File: config.mk
export PLATFORM = sky130hd
export DESIGN_NAME = gpsdo_loop_ctrl_flat
export DESIGN_NICKNAME = d
export VERILOG_FILES = /design/src/rtl/gpsdo_loop_ctrl_if.sv /design/src/rtl/gpsdo_loop_ctrl.sv /design/src/flat_wrapper.sv
export SDC_FILE = /design/constraint.sdc
export NUM_CORES = 1
export LEC_CHECK = 0
export CORE_AREA = 2 2 168 170
export DETAILED_ROUTE_END_ITERATION = 8
export DIE_AREA = 0 0 170 172
export PLACE_DENSITY = 0.51
export SYNTH_ARGS = -nofsm -noshare
export SYNTH_HDL_FRONTEND = slang
export SYNTH_SLANG_ARGS = --single-unit
File: constraint.sdc
create_clock -name CLK_Sys -period 13.04 [get_ports CLK_Sys]
set_input_delay 1.956 -clock CLK_Sys [delete_from_list [all_inputs] [get_ports CLK_Sys]]
set_output_delay 1.956 -clock CLK_Sys [all_outputs]
set_load 0.01 [all_outputs]
File: src/rtl/gpsdo_loop_ctrl_if.sv
// DAC write port of the GPSDO disciplining loop: tuning word with a req/ack handshake.
interface gpsdo_loop_ctrl_if #(
    parameter int unsigned DAC_W = 16
);
    logic             DAC_Req;
    logic [DAC_W-1:0] DAC_Data;
    logic             DAC_Ack;

    modport master (output DAC_Req, output DAC_Data, input DAC_Ack);
    modport slave  (input DAC_Req, input DAC_Data, output DAC_Ack);
endinterface

File: src/rtl/gpsdo_loop_ctrl.sv
// GPSDO disciplining loop: acquisition, averaging and PI update of the OCXO DAC word,
// with coarse-error realign requests and holdover while GPS is absent.
module gpsdo_loop_ctrl #(
    parameter int unsigned N_AVG     = 4,
    parameter int unsigned DAC_W     = 16,
    parameter int unsigned DAC_INIT  = 32768,
    parameter int unsigned KP_SHIFT  = 2,
    parameter int unsigned KI_SHIFT  = 4,
    parameter int unsigned COARSE_TH = 100,
    parameter int unsigned LOCK_TH   = 8
) (
    input  logic                      CLK_Sys,
    input  logic                      CLK_Rst,
    input  logic                      GPS_Exist,
    input  logic                      flag_cnt_phase_start,
    input  logic                      Flag_Measure_Dir,
    input  logic [15:0]               Phase_Out,
    gpsdo_loop_ctrl_if.master         dac,
    output logic                      Realign_Local,
    output logic                      Locked,
    output logic [2:0]                State
);
    localparam int unsigned ACC_W = 24;
    localparam int unsigned CNT_W = 4;
    localparam int unsigned GOOD_W = 3;
    localparam logic [GOOD_W-1:0]   GOOD_MAX  = GOOD_W'(4);
    localparam logic signed [24:0]  INTEG_MAX = 25'sd8388607;
    localparam logic signed [24:0]  INTEG_MIN = -25'sd8388607;
    localparam logic signed [25:0]  DAC_INIT_S = 26'(DAC_INIT);
    localparam logic signed [25:0]  DAC_MAX_S  = 26'((64'd1 << DAC_W) - 64'd1);

    typedef enum logic [2:0] {
        ST_HOLD   = 3'd0,
        ST_ACQ    = 3'd1,
        ST_TRACK  = 3'd2,
        ST_UPDATE = 3'd3,
        ST_DAC_WR = 3'd4
    } state_t;

    state_t                   r_state;
    logic                     r_f_d;
    logic                     r_meas_valid;
    logic signed [ACC_W-1:0]  r_acc;
    logic signed [ACC_W-1:0]  r_integ;
    logic [CNT_W-1:0]         r_cnt;
    logic [GOOD_W-1:0]        r_good;
    logic                     r_dac_req;
    logic [DAC_W-1:0]         r_dac_data;
    logic                     r_realign;
    logic                     r_locked;

    logic signed [16:0]       w_err_pos;
    logic signed [16:0]       w_err;
    logic                     w_coarse;
    logic signed [ACC_W-1:0]  w_acc_next;
    logic [CNT_W-1:0]         w_cnt_next;
    logic                     w_last;
    logic signed [24:0]       w_integ_sum;
    logic signed [ACC_W-1:0]  w_integ_new;
    logic signed [25:0]       w_dac_sum;
    logic [DAC_W-1:0]         w_dac_new;
    logic signed [24:0]       w_acc_ext;
    logic signed [24:0]       w_acc_abs;
    logic                     w_acc_good;

    // Signed error and coarse test; the magnitude is Phase_Out itself
    assign w_err_pos  = signed'({1'b0, Phase_Out});
    assign w_err      = Flag_Measure_Dir ? -w_err_pos : w_err_pos;
    assign w_coarse   = 32'(Phase_Out) > COARSE_TH;
    assign w_acc_next = r_acc + ACC_W'(w_err);
    assign w_cnt_next = r_cnt + CNT_W'(1);
    assign w_last     = 32'(w_cnt_next) == N_AVG;

    // PI step: saturating integrator, then proportional term and clamp to DAC range
    assign w_integ_sum = 25'(r_integ) + 25'(r_acc >>> KI_SHIFT);
    assign w_integ_new = (w_integ_sum > INTEG_MAX) ? ACC_W'(INTEG_MAX) :
                         (w_integ_sum < INTEG_MIN) ? ACC_W'(INTEG_MIN) :
                                                     ACC_W'(w_integ_sum);
    assign w_dac_sum   = DAC_INIT_S + 26'(w_integ_new) + 26'(r_acc >>> KP_SHIFT);
    assign w_dac_new   = (w_dac_sum < 26'sd0)     ? '0 :
                         (w_dac_sum > DAC_MAX_S)  ? DAC_W'(DAC_MAX_S) :
                                                    DAC_W'(w_dac_sum);

    assign w_acc_ext  = 25'(r_acc);
    assign w_acc_abs  = w_acc_ext[24] ? -w_acc_ext : w_acc_ext;
    assign w_acc_good = $unsigned(w_acc_abs) <= 25'(LOCK_TH);

    always_ff @(posedge CLK_Sys or negedge CLK_Rst) begin
        if (!CLK_Rst) begin
            r_state      <= ST_HOLD;
            r_f_d        <= 1'b0;
            r_meas_valid <= 1'b0;
            r_acc        <= '0;
            r_integ      <= '0;
            r_cnt        <= '0;
            r_good       <= '0;
            r_dac_req    <= 1'b0;
            r_dac_data   <= DAC_W'(DAC_INIT);
            r_realign    <= 1'b0;
            r_locked     <= 1'b0;
        end else begin
            r_f_d        <= flag_cnt_phase_start;
            r_meas_valid <= r_f_d & ~flag_cnt_phase_start;
            r_realign    <= 1'b0;
            case (r_state)
                ST_HOLD: begin
                    r_acc    <= '0;
                    r_cnt    <= '0;
                    r_good   <= '0;
                    r_locked <= 1'b0;
                    if (GPS_Exist) r_state <= ST_ACQ;
                end
                ST_ACQ: begin
                    if (!GPS_Exist) begin
                        r_locked <= 1'b0;
                        r_state  <= ST_HOLD;
                    end else if (r_meas_valid) begin
                        if (w_coarse) begin
                            r_realign <= 1'b1;
                        end else begin
                            r_acc   <= '0;
                            r_cnt   <= '0;
                            r_state <= ST_TRACK;
                        end
                    end
                end
                ST_TRACK: begin
                    if (!GPS_Exist) begin
                        r_locked <= 1'b0;
                        r_state  <= ST_HOLD;
                    end else if (r_meas_valid) begin
                        if (w_coarse) begin
                            r_locked <= 1'b0;
                            r_good   <= '0;
                            r_state  <= ST_ACQ;
                        end else begin
                            r_acc <= w_acc_next;
                            r_cnt <= w_cnt_next;
                            if (w_last) r_state <= ST_UPDATE;
                        end
                    end
                end
                ST_UPDATE: begin
                    if (!GPS_Exist) begin
                        r_locked <= 1'b0;
                        r_state  <= ST_HOLD;
                    end else begin
                        r_integ    <= w_integ_new;
                        r_dac_data <= w_dac_new;
                        r_good     <= w_acc_good ? ((r_good == GOOD_MAX) ? GOOD_MAX : r_good + GOOD_W'(1))
                                                 : '0;
                        r_acc      <= '0;
                        r_cnt      <= '0;
                        r_dac_req  <= 1'b1;
                        r_state    <= ST_DAC_WR;
                    end
                end
                ST_DAC_WR: begin
                    // Handshake always completes before a GPS loss is honoured
                    if (dac.DAC_Ack) begin
                        r_dac_req <= 1'b0;
                        r_locked  <= GPS_Exist && (r_good == GOOD_MAX);
                        r_state   <= GPS_Exist ? ST_TRACK : ST_HOLD;
                    end
                end
                default: r_state <= ST_HOLD;
            endcase
        end
    end

    assign dac.DAC_Req   = r_dac_req;
    assign dac.DAC_Data  = r_dac_data;
    assign Realign_Local = r_realign;
    assign Locked        = r_locked;
    assign State         = r_state;
endmodule
File: src/flat_wrapper.sv
// flat-port wrapper written by rule: the top's interface ports become plain ports
module gpsdo_loop_ctrl_flat 
#(
    parameter int unsigned N_AVG     = 4,
    parameter int unsigned DAC_W     = 16,
    parameter int unsigned DAC_INIT  = 32768,
    parameter int unsigned KP_SHIFT  = 2,
    parameter int unsigned KI_SHIFT  = 4,
    parameter int unsigned COARSE_TH = 100,
    parameter int unsigned LOCK_TH   = 8
)
  (CLK_Sys, CLK_Rst, GPS_Exist, flag_cnt_phase_start, Flag_Measure_Dir, Phase_Out, Realign_Local, Locked, State, dac_DAC_Req, dac_DAC_Data, dac_DAC_Ack);
  gpsdo_loop_ctrl_if #(.DAC_W(DAC_W)) dac_i ();
  input  logic CLK_Sys;
  input  logic CLK_Rst;
  input  logic GPS_Exist;
  input  logic flag_cnt_phase_start;
  input  logic Flag_Measure_Dir;
  input  logic [15:0] Phase_Out;
  output logic Realign_Local;
  output logic Locked;
  output logic [2:0] State;
  output wire logic [$bits(dac_i.DAC_Req)-1:0] dac_DAC_Req;
  output wire logic [$bits(dac_i.DAC_Data)-1:0] dac_DAC_Data;
  input wire logic [$bits(dac_i.DAC_Ack)-1:0] dac_DAC_Ack;
  assign dac_DAC_Req = dac_i.DAC_Req;
  assign dac_DAC_Data = dac_i.DAC_Data;
  assign dac_i.DAC_Ack = dac_DAC_Ack;
  gpsdo_loop_ctrl #(.N_AVG(N_AVG), .DAC_W(DAC_W), .DAC_INIT(DAC_INIT), .KP_SHIFT(KP_SHIFT), .KI_SHIFT(KI_SHIFT), .COARSE_TH(COARSE_TH), .LOCK_TH(LOCK_TH)) u_core (.CLK_Sys(CLK_Sys), .CLK_Rst(CLK_Rst), .GPS_Exist(GPS_Exist), .flag_cnt_phase_start(flag_cnt_phase_start), .Flag_Measure_Dir(Flag_Measure_Dir), .Phase_Out(Phase_Out), .dac(dac_i), .Realign_Local(Realign_Local), .Locked(Locked), .State(State));
endmodule
### Word level (Yosys, flattened, before mapping)

Cells that the tools add are included.
W data, S select, Z words.

| word-level totals | value |
|---|---|
| bits of input ports | 22 |
| logic and storage cells | 116 |
| flip-flop bits (word level) | 79 |
| output and inout port bits | 22 |

| cells by class | value |
|---|---|
| bitwise logic cells | 2 |
| multiplexer cells | 54 |
| add/sub/neg operators | 8 |
| magnitude comparators | 6 |
| reduce and logical (&&, ||, !) cells | 13 |
| eq/ne operators | 22 |

Operators by type and width:

| cell | number |
|---|---|
| $mux W24 | 9 |
| $pmux W24 S4 | 1 |
| $mux W3 | 16 |
| $mux W16 | 2 |
| $mux W4 | 7 |
| $add A25 B22 Y26 | 1 |
| $gt A26 B17 Y1 const B | 1 |
| $lt A26 B1 Y1 const B | 1 |
| $add A17 B24 Y25 const A | 1 |
| $add A24 B20 Y25 | 1 |
| $gt A25 B24 Y1 const B | 1 |
| $le A25 B4 Y1 const B | 1 |
| $lt A25 B24 Y1 const B | 1 |
| $mux W25 | 1 |
| $neg A24 Y25 | 1 |
| $add A24 B17 Y24 | 1 |
| $mux W17 | 1 |
| $neg A16 Y17 | 1 |
| $gt A16 B7 Y1 const B | 1 |
| $ne A2 B2 Y1 const B | 8 |
| $pmux W4 S4 | 1 |
| $pmux W3 S5 | 1 |
| $mux W1 | 11 |
| $reduce_and A5 Y1 | 2 |
| 26 further kinds | 33 |

### Longest topological paths before layout

Gate-level depths: netlist of run 1.

| logic depth | value |
|---|---|
| word-level depth | 9 |
| gate-level depth with buffers | 27 |
| mapped depth without buffers | 25 |

### Worst setup path before layout of run 1

OpenSTA, ideal clock, no wires.

| timing path | value |
|---|---|
| kind | reg-to-reg |
| start point | register u_core.r_acc[4] |
| end point | register u_core.r_dac_data[0], in the netlist u_core.dac.DAC_Data[0] |
| setup time | 0.141 ns |
| arrival time | 6.127 ns |
| buffers on the path | 2 |
| data required time | 12.899 ns |
| path slack | 6.772 ns |
| cell stages (with the launch flop) | 28 |
| period minus slack after synthesis | 6.268 ns |
| cell sequence | dfrtp_1 ha_1 inv_1 fa_1 nor2b_1 o31a_1 o21ai_2 o221ai_1 xor2_1 or4_4 or4_4 o22ai_4 buf_6 a21oi_1 ha_1 ha_1 inv_1 fa_1 nor2b_1 o31a_1 o21ai_1 o21ai_0 o31a_1 nor3_1 a22o_1 nor4_2 clkbuf_1 a31oi_1 |

| on the way | value |
|---|---|
| longest elaborated chain between the ends | 9 |
| elaborated cells on any way between the ends | 11 |
| those cells by class | 3 x add/sub; 4 x order compare; 4 x mux |

Ends and longest elaborated chain:

| element | RTL line | source |
|---|---|---|
| from (decl) | gpsdo_loop_ctrl.sv:43 | `logic signed [ACC_W-1:0] r_acc;` |
| from (signal assigned) | gpsdo_loop_ctrl.sv:137 | `r_acc <= w_acc_next;` |
| $add A24 B20 Y25 (*) | gpsdo_loop_ctrl.sv:75 | `assign w_integ_sum = 25'(r_integ) + 25'(r_acc >>> KI_SHIFT);` |
| $lt A25 B24 Y1 | gpsdo_loop_ctrl.sv:77 | `(w_integ_sum < INTEG_MIN) ? ACC_W'(INTEG_MIN) :` |
| $mux W24 | gpsdo_loop_ctrl.sv:77 |  |
| $mux W24 (*) | gpsdo_loop_ctrl.sv:76 | `assign w_integ_new = (w_integ_sum > INTEG_MAX) ? ACC_W'(INTEG_MAX) :` |
| named net u_core.w_integ_new[1] | gpsdo_loop_ctrl.sv:59 | `logic signed [ACC_W-1:0] w_integ_new;` |
| $add A17 B24 Y25 (*) | gpsdo_loop_ctrl.sv:79 | `assign w_dac_sum = DAC_INIT_S + 26'(w_integ_new) + 26'(r_acc >>> KP_SHIFT);` |
| $add A25 B22 Y26 (*) | gpsdo_loop_ctrl.sv:79 |  |
| $gt A26 B17 Y1 | gpsdo_loop_ctrl.sv:81 | `(w_dac_sum > DAC_MAX_S) ? DAC_W'(DAC_MAX_S) :` |
| $mux W16 | gpsdo_loop_ctrl.sv:81 |  |
| $mux W16 (*) | gpsdo_loop_ctrl.sv:80 | `assign w_dac_new = (w_dac_sum < 26'sd0) ? '0 :` |
| to (signal assigned) | gpsdo_loop_ctrl.sv:98 | `r_dac_data <= DAC_W'(DAC_INIT);` |
| to (signal assigned) | gpsdo_loop_ctrl.sv:149 | `r_dac_data <= w_dac_new;` |
| to (decl) | gpsdo_loop_ctrl.sv:48 | `logic [DAC_W-1:0] r_dac_data;` |

The timed path passes the listed nets; every way through them passes the cells marked *.
A chain may end at the register's enable or synchronous reset.

### Final worst setup path of run 1

| timing path | value |
|---|---|
| start point | register u_core.r_acc[4] |
| end point | register u_core.r_dac_data[2], in the netlist u_core.dac.DAC_Data[2] |

Same word-level chain as after synthesis.

==> summary.md, run 1 <==
| Metric | Value |
|---|---|
| Initial Util | `31.7%` |
| Proportion of synthesized area in mux cells | `2.20%` |
| Num Clock Sinks | `79` |
| Area leader, netlist | `dfrtp_1` |
| Final Hold Viols | `0` |
| Post-CTS Resized | `0` |
| Post-CTS Setup Inserts | `0` |
| Worst Path Class, Setup | `flop to flop` |
| H-Tree Depth | `3` |
| Period utilization | `56.3%` |
| Final Slew Violations | `0` |
| DIE HEIGHT | `172 um` |
| Routability cong. | `0.853` |
| Maxcap violations | `0` |
| Antenna-violating nets left | `0` |
| Post-synth top area share | `22.4%` |
| EDFF count, synth | `0` |
| Slew @ Worst Pin | `0.936 ns` |
| Buffers on Ports | `43` |
| Reg2reg path depth | `25` |
| Req. time, crit path | `13.23 ns` |
| Compound-Gate Fraction of Synth Area | `28.5%` |
| Max Root-Sink Buffers | `2` |
| Cell variety after synth | `84` |
| CP startpoint kind | `flop` |
| Clock transition at the registers of the reported paths | `0.07 ns` |
| Chip width | `170 um` |
| Global Route Usage Sum | `17.8%` |
| Worst-path maximum fanout | `26` |
| Most common flop cell mapped by yosys | `dfrtp_1` |
| WL final | `25800 um` |
| Synth-to-layout area growth | `11.9%` |
| TritonCTS clock tree | `yes` |
| Pwr per Cell Area | `60.0 nW/um^2` |
| Synth Area in Adders | `15.9%` |
| Leak pwr | `0.00437 uW` |
| Layout Utilization | `35.4%` |
| Pre-antenna DRT Iters | `4` |
| Fin Setup TNS | `0 ns` |
| Core Box Area | `27500 um^2` |
| Hold_sp | `u_core.r_f_d` |
| Largest family of logic cells by synthesized area | `compound AO/OA/AOI/OAI gates` |
| Setup-failing EPs final | `0` |
| Fin nets | `1235` |
| Seq/Total Area, Yosys | `22.7%` |
| Ant. Diodes | `0` |
| DRC viols | `0` |
| Mapped cell area | `8710 um^2` |
| Detailed Place HPWL | `19500 um` |
| Mapped Nets | `1215` |
| FFs w/ async S/R, synth | `100%` |
| Hold slack | `0.479 ns` |
| Synth Register Bits | `79` |
| Clk Tree Root Cell | `clkbuf_16` |
| Inserted Clock Buffers | `9` |
| Setup WS post-layout | `5.70 ns` |
| Drt via density | `5.68` |
| Crit path from | `u_core.r_acc[4]` |
| Top Ports | `44` |
| Number of antenna violations at the first check in global routing | `0` |
| Commonest non-fill, non-tap cell in the layout | `nand2_1` |
| Vias in the first global route | `7686` |
| Post-Synth XOR/XNOR Area | `6.34%` |
| Critical Path End | `u_core.dac.DAC_Data[2]` |
| Most frequent cells in the layout | `nand2_1 (120), a21oi_1 (109), ha_1 (101), o21ai_0 (78), dfrtp_1 (78)` |
| Area contributors post-synth | `dfrtp_1 (22%), ha_1 (15%), a21oi_1 (6.3%), nand2_1 (5.2%), o21ai_0 (4.5%)` |
| Status | `finished, final reports clean` |
| Type of destination of the critical path | `flop` |
| FMAX | `136 MHz` |
| Worst skew pair latency | `0.35 ns` |
| Critical Path AT | `7.53 ns` |
| Via Count | `8283` |
| R2R setup slack | `5.70 ns` |
| Unrepaired setup endpoints after global routing | `false` |
| Instance count of the mapped netlist | `1089` |
| Post-place setup slack | `5.81 ns` |
| Grt total ovfl | `0` |
| Largest net degree at the start of global routing | `67` |
| Post-Syn Area per Cell | `7.99 um^2` |
| Yosys warning count | `0` |
| Rows | `61` |
| Worst Clk Skew | `0.0142 ns` |
| Fin crit period | `7.34 ns` |
| Worst r2r src | `u_core.r_acc[4]` |
| Simple-Gate Fraction of Synth Area | `20.8%` |
| DR iter-0 viols | `545` |
| Slew Limit Headroom | `37.6%` |
| Routed len/inst | `17.6 um` |
| VDD IR-drop max | `42.5 uV` |
| RR Endpoint | `u_core.dac.DAC_Data[2]` |
| Area of the die | `29200 um^2` |
| Share of cells above drive strength 1 | `5.75%` |
| Hold-fix buffers at CTS | `0` |
| First-pass GRT wire length | `41200 um` |
| HP Class | `flop to flop` |
==> worst min-delay path by stage <==
stage	end	slack, ns	cells past startpoint
after detailed placement	u_core.r_meas_valid	0.47	1
after global placement	u_core.r_integ[15]	0.48	2
after floorplan	u_core.r_meas_valid	0.44	1
after CTS	u_core.r_meas_valid	0.49	1
final	u_core.r_meas_valid	0.48	1
after global routing	u_core.r_integ[15]	0.52	2
==> registers in the layout, indices dropped and copies added, names as in the netlist <==
| signal | cells |
|---|---|
| u_core.r_integ | 24 |
| u_core.r_f_d | 1 |
| u_core.dac.DAC_Data | 16 |
| u_core.r_cnt | 4 |
| u_core.Locked | 1 |
| u_core.dac.DAC_Req | 1 |
| u_core.Realign_Local | 1 |
| u_core.r_good | 3 |
| u_core.State | 3 |
| u_core.r_acc | 24 |
| u_core.r_meas_valid | 1 |
==> final cells by class <==
cell class	instances	area [um^2]
fill	2902	17700
clock buffer	10	239
clock inverter	5	33.8
timing repair buffer	50	480
multi-input combinational	932	6440
sequential	79	1980
inverter	37	139
tap	346	433
==> stage by stage <==
stage | total power [uW] | std cells | area, um^2
3_5_place_dp | 345 | 1444 | 9470
5_1_grt | 612 | 1459 | 9740
2_1_floorplan | 312 | 1089 | 8710
6_report | 585 | 1459 | 9740
3_3_place_gp | 345 | 1444 | 9470
4_1_cts | 595 | 1459 | 9740
==> cells by family (layout without fill, tap and decap cells) <==
group           Yosys count  in the layout
compound gates          385            385
simple gates            356            356
flops                    79             79
xor+xnor                 63             63
fa+ha+maj               110            110
buf+inv                  78            102
mux                      18             18
==> metal layers <==
metal	share of wire, %	global-route usage (%)	wire, um
met5	0	0	0
met4	1.6	4.76	422
met3	2.4	1.85	627
met2	49	31.0	12600
met1	47	23.5	12100
==> where the power goes <==
group	internal [uW]	total [uW]	switching [uW]
Combinational	36.1	91.9	55.7
Sequential	246	247	0.936
Clock	133	246	113
==> Yosys cell counts, types with 5 or more instances <==
cell type / count
o31ai_1: 10
o22ai_1: 5
nand3_1: 22
a21o_1: 25
or2_2: 9
or3_1: 10
dfrtp_1: 78
xnor2_1: 41
a22o_1: 7
xor2_1: 22
o21bai_1: 5
a31oi_1: 29
o21a_1: 16
nor2_1: 59
ha_1: 101
a21oi_1: 109
o21ai_0: 78
mux2_2: 9
a211o_1: 5
o21ai_1: 12
clkbuf_1: 36
inv_1: 36
nor4_1: 11
nand3b_1: 6
maj3_1: 6
o311ai_0: 8
a211oi_1: 10
a2111oi_0: 7
nand2_1: 120
o211ai_1: 9
nand4_1: 12
or4_1: 6
and3_1: 14
mux2i_1: 9
nor3_1: 32
o311ai_1: 6
o32ai_1: 6
nor2b_1: 16
nand2b_1: 11
nor3b_1: 5
==> critical path, stage by stage, from the launching register on <==
cell and delay (ns):
dfrtp_1 0.52, ha_1 0.27, inv_1 0.07, fa_1 0.40
nor2b_1 0.16, o31a_1 0.33, o211ai_1 0.24, a21o_1 0.27
a21oi_2 0.75, clkinv_1 0.47, nand2_1 0.25, o22ai_4 0.24
a21oi_1 0.27, ha_1 0.16, ha_1 0.18, inv_1 0.06
fa_1 0.40, nor2b_1 0.16, o31a_1 0.19, o21ai_1 0.16
o2111ai_1 0.27, a21o_1 0.21, a21o_1 0.12, a21oi_1 0.09
xnor2_2 0.67, a41oi_1 0.22
No activity file was read; power rests on OpenSTA's default activity.
==> run 2: changes to the inputs <==
--- a/config.mk
+++ b/config.mk
@@ -8,7 +8,7 @@
 export CORE_AREA = 2 2 168 170
 export DETAILED_ROUTE_END_ITERATION = 8
 export DIE_AREA = 0 0 170 172
-export PLACE_DENSITY = 0.51
+export PLACE_DENSITY = 0.52
 export SYNTH_ARGS = -nofsm -noshare
 export SYNTH_HDL_FRONTEND = slang
 export SYNTH_SLANG_ARGS = --single-unit
==> constraint.sdc (replaced) <==
create_clock -name CLK_Sys -period 6.2 [get_ports CLK_Sys]
set_input_delay 0.93 -clock CLK_Sys [delete_from_list [all_inputs] [get_ports CLK_Sys]]
set_output_delay 0.93 -clock CLK_Sys [all_outputs]
set_load 0.01 [all_outputs]
==> run 2 against run 1 <==
The run now ends with negative setup slack left. Count of clock-buffer cells in the layout shrank 1. Combinational power rose to 2.6 times the previous value. Register-to-register slack got worse by 5.7 ns. Power increased by 130%. Global-route usage increased by 0.75 points. Routed wire length rose by 6.5%. Worst setup slack lost 5.7 ns. Non-clock buffer count up 83. Via count grew 4.2%. Clock skew about the same. Worst hold slack worse by 0.0017 ns. Largest power group is now the clock network.
==> summary.md, run 2 (synthesis gave the netlist of run 1 again) <==
| Metric | Value |
|---|---|
| Status | `finished, violations left` |
| Failing checks | `negative setup slack` |
| Fin crit period | `6.24 ns (-1.09 ns)` |
| Ant. Diodes | `0 (unchanged)` |
| Routed len/inst | `17.8 um (+0.66%)` |
| Largest net degree at the start of global routing | `80 (+19%)` |
| Detailed Place HPWL | `20500 um (+5.1%)` |
| Top Ports | `44 (unchanged)` |
| Unrepaired setup endpoints after global routing | `true` |
| Clock transition at the registers of the reported paths | `0.07 ns (about the same)` |
| Num Clock Sinks | `79 (unchanged)` |
| Commonest non-fill, non-tap cell in the layout | `nand2_1` |
| Most frequent cells in the layout | `nand2_1 (118), a21oi_1 (104), ha_1 (91), buf_4 (85), dfrtp_1 (78)` |
| Placed instance count | `1510 (+4.6%)` |
| Layout Cells excl Fill | `1543 (+5.8%)` |
| Synth-to-layout area growth | `23.6%` |
| Worst Path Class, Setup | `flop to flop` |
| H-Tree Depth | `3 (unchanged)` |
| Final Hold Viols | `0 (unchanged)` |
| Hold-fix buffers at CTS | `0 (unchanged)` |
| Type of destination of the critical path | `flop` |
| FMAX | `160 MHz (+18%)` |
| VDD IR-drop max | `111 uV (+160%)` |
| Vias in the first global route | `7970 (+3.7%)` |
| Area of the die | `29200 um^2 (unchanged)` |
| DIE HEIGHT | `172 um (unchanged)` |
| Fin nets | `1318 (+6.7%)` |
| Buffers on Ports | `43 (unchanged)` |
| Crit-path most repeated cell | `or4_4` |
| Pwr per Cell Area | `128 nW/um^2 (+110%)` |
| Post-place setup slack | `-0.0580 ns (-5.87 ns)` |
| Global Route Usage Sum | `18.5% (+0.75 points)` |
| Period utilization | `101% (+44 points)` |
| Drt via density | `5.59 (-1.5%)` |
| Rows | `61 (unchanged)` |
| TritonCTS clock tree | `yes` |
| Grt total ovfl | `0 (unchanged)` |
| Via Count | `8628 (+4.2%)` |
| Pre-antenna DRT Iters | `5 (+1)` |
| CP startpoint kind | `flop` |
| Leak pwr | `0.00485 uW (+11%)` |
| CP max stage delay | `0.55 ns (-0.20 ns)` |
| Worst skew pair latency | `0.36 ns (about the same)` |
| Req. time, crit path | `6.43 ns (-6.80 ns)` |
| Critical path's slowest cell | `or4_4` |
| First-pass GRT wire length | `42700 um (+3.7%)` |
| DR iter-0 viols | `516 (-5.3%)` |
| Slew @ Worst Pin | `1.10 ns (+0.168 ns)` |
| Critical path, cell by cell | `ha_1 -> o21ai_1 -> o21ba_1 -> or3_4 -> a211oi_2 -> nor3b_1 -> or4_4 -> or4_4 -> o22ai_4 -> buf_6 -> o21ai_2 -> ha_1 -> ha_2 -> or4_4 -> o21ai_4 -> o2111ai_2 -> a21o_1 -> xnor2_1 -> nand4_1 -> nor4_4 -> clkbuf_16 -> a31oi_1` |
| Clk Tree Root Cell | `clkbuf_16` |
| Share of cells above drive strength 1 | `16.2% (+10 points)` |
| DRC viols | `0 (unchanged)` |
| Worst-path maximum fanout | `8 (-69%)` |
| Worst Clk Skew | `0.0141 ns (-0.000116 ns)` |
| Routability cong. | `0.912 (+6.9%)` |
| Setup WS post-layout | `-0.0423 ns (-5.75 ns)` |
| Slew Limit Headroom | `26.4% (-11 points)` |
| Inserted Clock Buffers | `9 (unchanged)` |
| Critical Path AT | `6.48 ns (-1.05 ns)` |
| Chip width | `170 um (unchanged)` |
| Number of antenna violations at the first check in global routing | `0 (unchanged)` |
| Maxcap violations | `0 (unchanged)` |
| Antenna-violating nets left | `0 (unchanged)` |
| Max Root-Sink Buffers | `2 (unchanged)` |
| HP Class | `flop to flop` |
| Fin Setup TNS | `-0.312 ns (-0.312 ns)` |
| Final Slew Violations | `0 (unchanged)` |
| Initial Util | `31.7% (unchanged)` |
| Core Box Area | `27500 um^2 (unchanged)` |
| Setup-failing EPs final | `11 (+11)` |
| WL final | `27400 um (+6.5%)` |
[run 2: changes by cell type in the layout (fill, tap and decap cells not counted), sizes merged]
cell      before  now
buf            8   90
bufinv         0    2
clkinvlp       2    0
inv           37   40
clkinv         3    2
[run 2: path summary, 6_finish.rpt]
| check | startpoint | endpoint | slack (ns) | cells after the start |
|---|---|---|---|---|
| min reg2reg | u_core.r_f_d | u_core.r_meas_valid | 0.48 | 1 |
| max reg2reg | u_core.r_acc[10] | u_core.dac.DAC_Data[10] | -0.04 | 22 |
| min in group asynchronous | CLK_Rst | u_core.dac.DAC_Data[14] | 0.74 | 1 |
| max in group asynchronous | CLK_Rst | u_core.r_acc[21] | 4.70 | 1 |
| min | u_core.r_f_d | u_core.r_meas_valid | 0.48 | 1 |
| max | u_core.r_acc[10] | u_core.dac.DAC_Data[10] | -0.04 | 22 |
[run 2: cell type report]
cell class / count / area [um^2]
clock buffer: 9 / 225
clock inverter: 7 / 109
fill: 2844 / 16700
inverter: 37 / 139
multi-input combinational: 932 / 6720
sequential: 79 / 1980
tap: 346 / 433
timing repair buffer: 133 / 1160
[run 2: critical path, delay by kind of cell, from the launching register on]
kind	cells	cell delay (ns)
simple gates	7	2.79
xor+xnor	1	0.17
flops	1	0.38
fa+ha+maj	3	0.80
compound gates	9	1.53
buf+inv	2	0.43
[run 2: per-layer routing]
metal	vias to the layer above	share of wire, %	track usage [%]	wire length, um
met4	0	2.4	5.87	663
met1	4084	48	24.8	13100
li1	4330	-	-	-
met3	40	3.5	2.06	952
met2	174	46	31.3	12700
met5	-	0	0	0
[run 2: repair_timing]
item / CTS / global route
pin swaps: 3 / 29
cloned: 0 / 1
setup endpoints to repair: 16 / 16
gates resized for setup: 5 / 60
buffers inserted: 0 / 17
[run 2: through the flow]
stage / utilization [%] / instance area, um^2 / hold WS (ns) / total power (uW)
3_3_place_gp: 36.4 / 9990 / 0.469 / 738
4_1_cts: 37.6 / 10300 / 0.489 / 1360
6_report: 39.2 / 10800 / 0.477 / 1370
5_1_grt: 39.2 / 10800 / 0.518 / 1430
3_5_place_dp: 36.4 / 9990 / 0.471 / 739
2_1_floorplan: - / 8710 / 0.439 / 658
[run 2: where the power goes]
| part | leakage (uW) | total (uW) | switching (uW) | internal, uW |
|---|---|---|---|---|
| combinational | 0.00360 | 236 | 131 | 106 |
| sequential | 0.00109 | 519 | 1.79 | 517 |
| clock | 0.000164 | 617 | 255 | 362 |
| total | 0.00485 | 1370 | 387 | 985 |
==> run 3: changes to the inputs <==
--- a/config.mk
+++ b/config.mk
@@ -9,6 +9,7 @@
 export DETAILED_ROUTE_END_ITERATION = 8
 export DIE_AREA = 0 0 170 172
 export PLACE_DENSITY = 0.52
+export SLEW_MARGIN = 5
 export SYNTH_ARGS = -nofsm -noshare
 export SYNTH_HDL_FRONTEND = slang
 export SYNTH_SLANG_ARGS = --single-unit
==> results of run 3 <==
Final layout, timing and power as in run 2 (identical DEF).
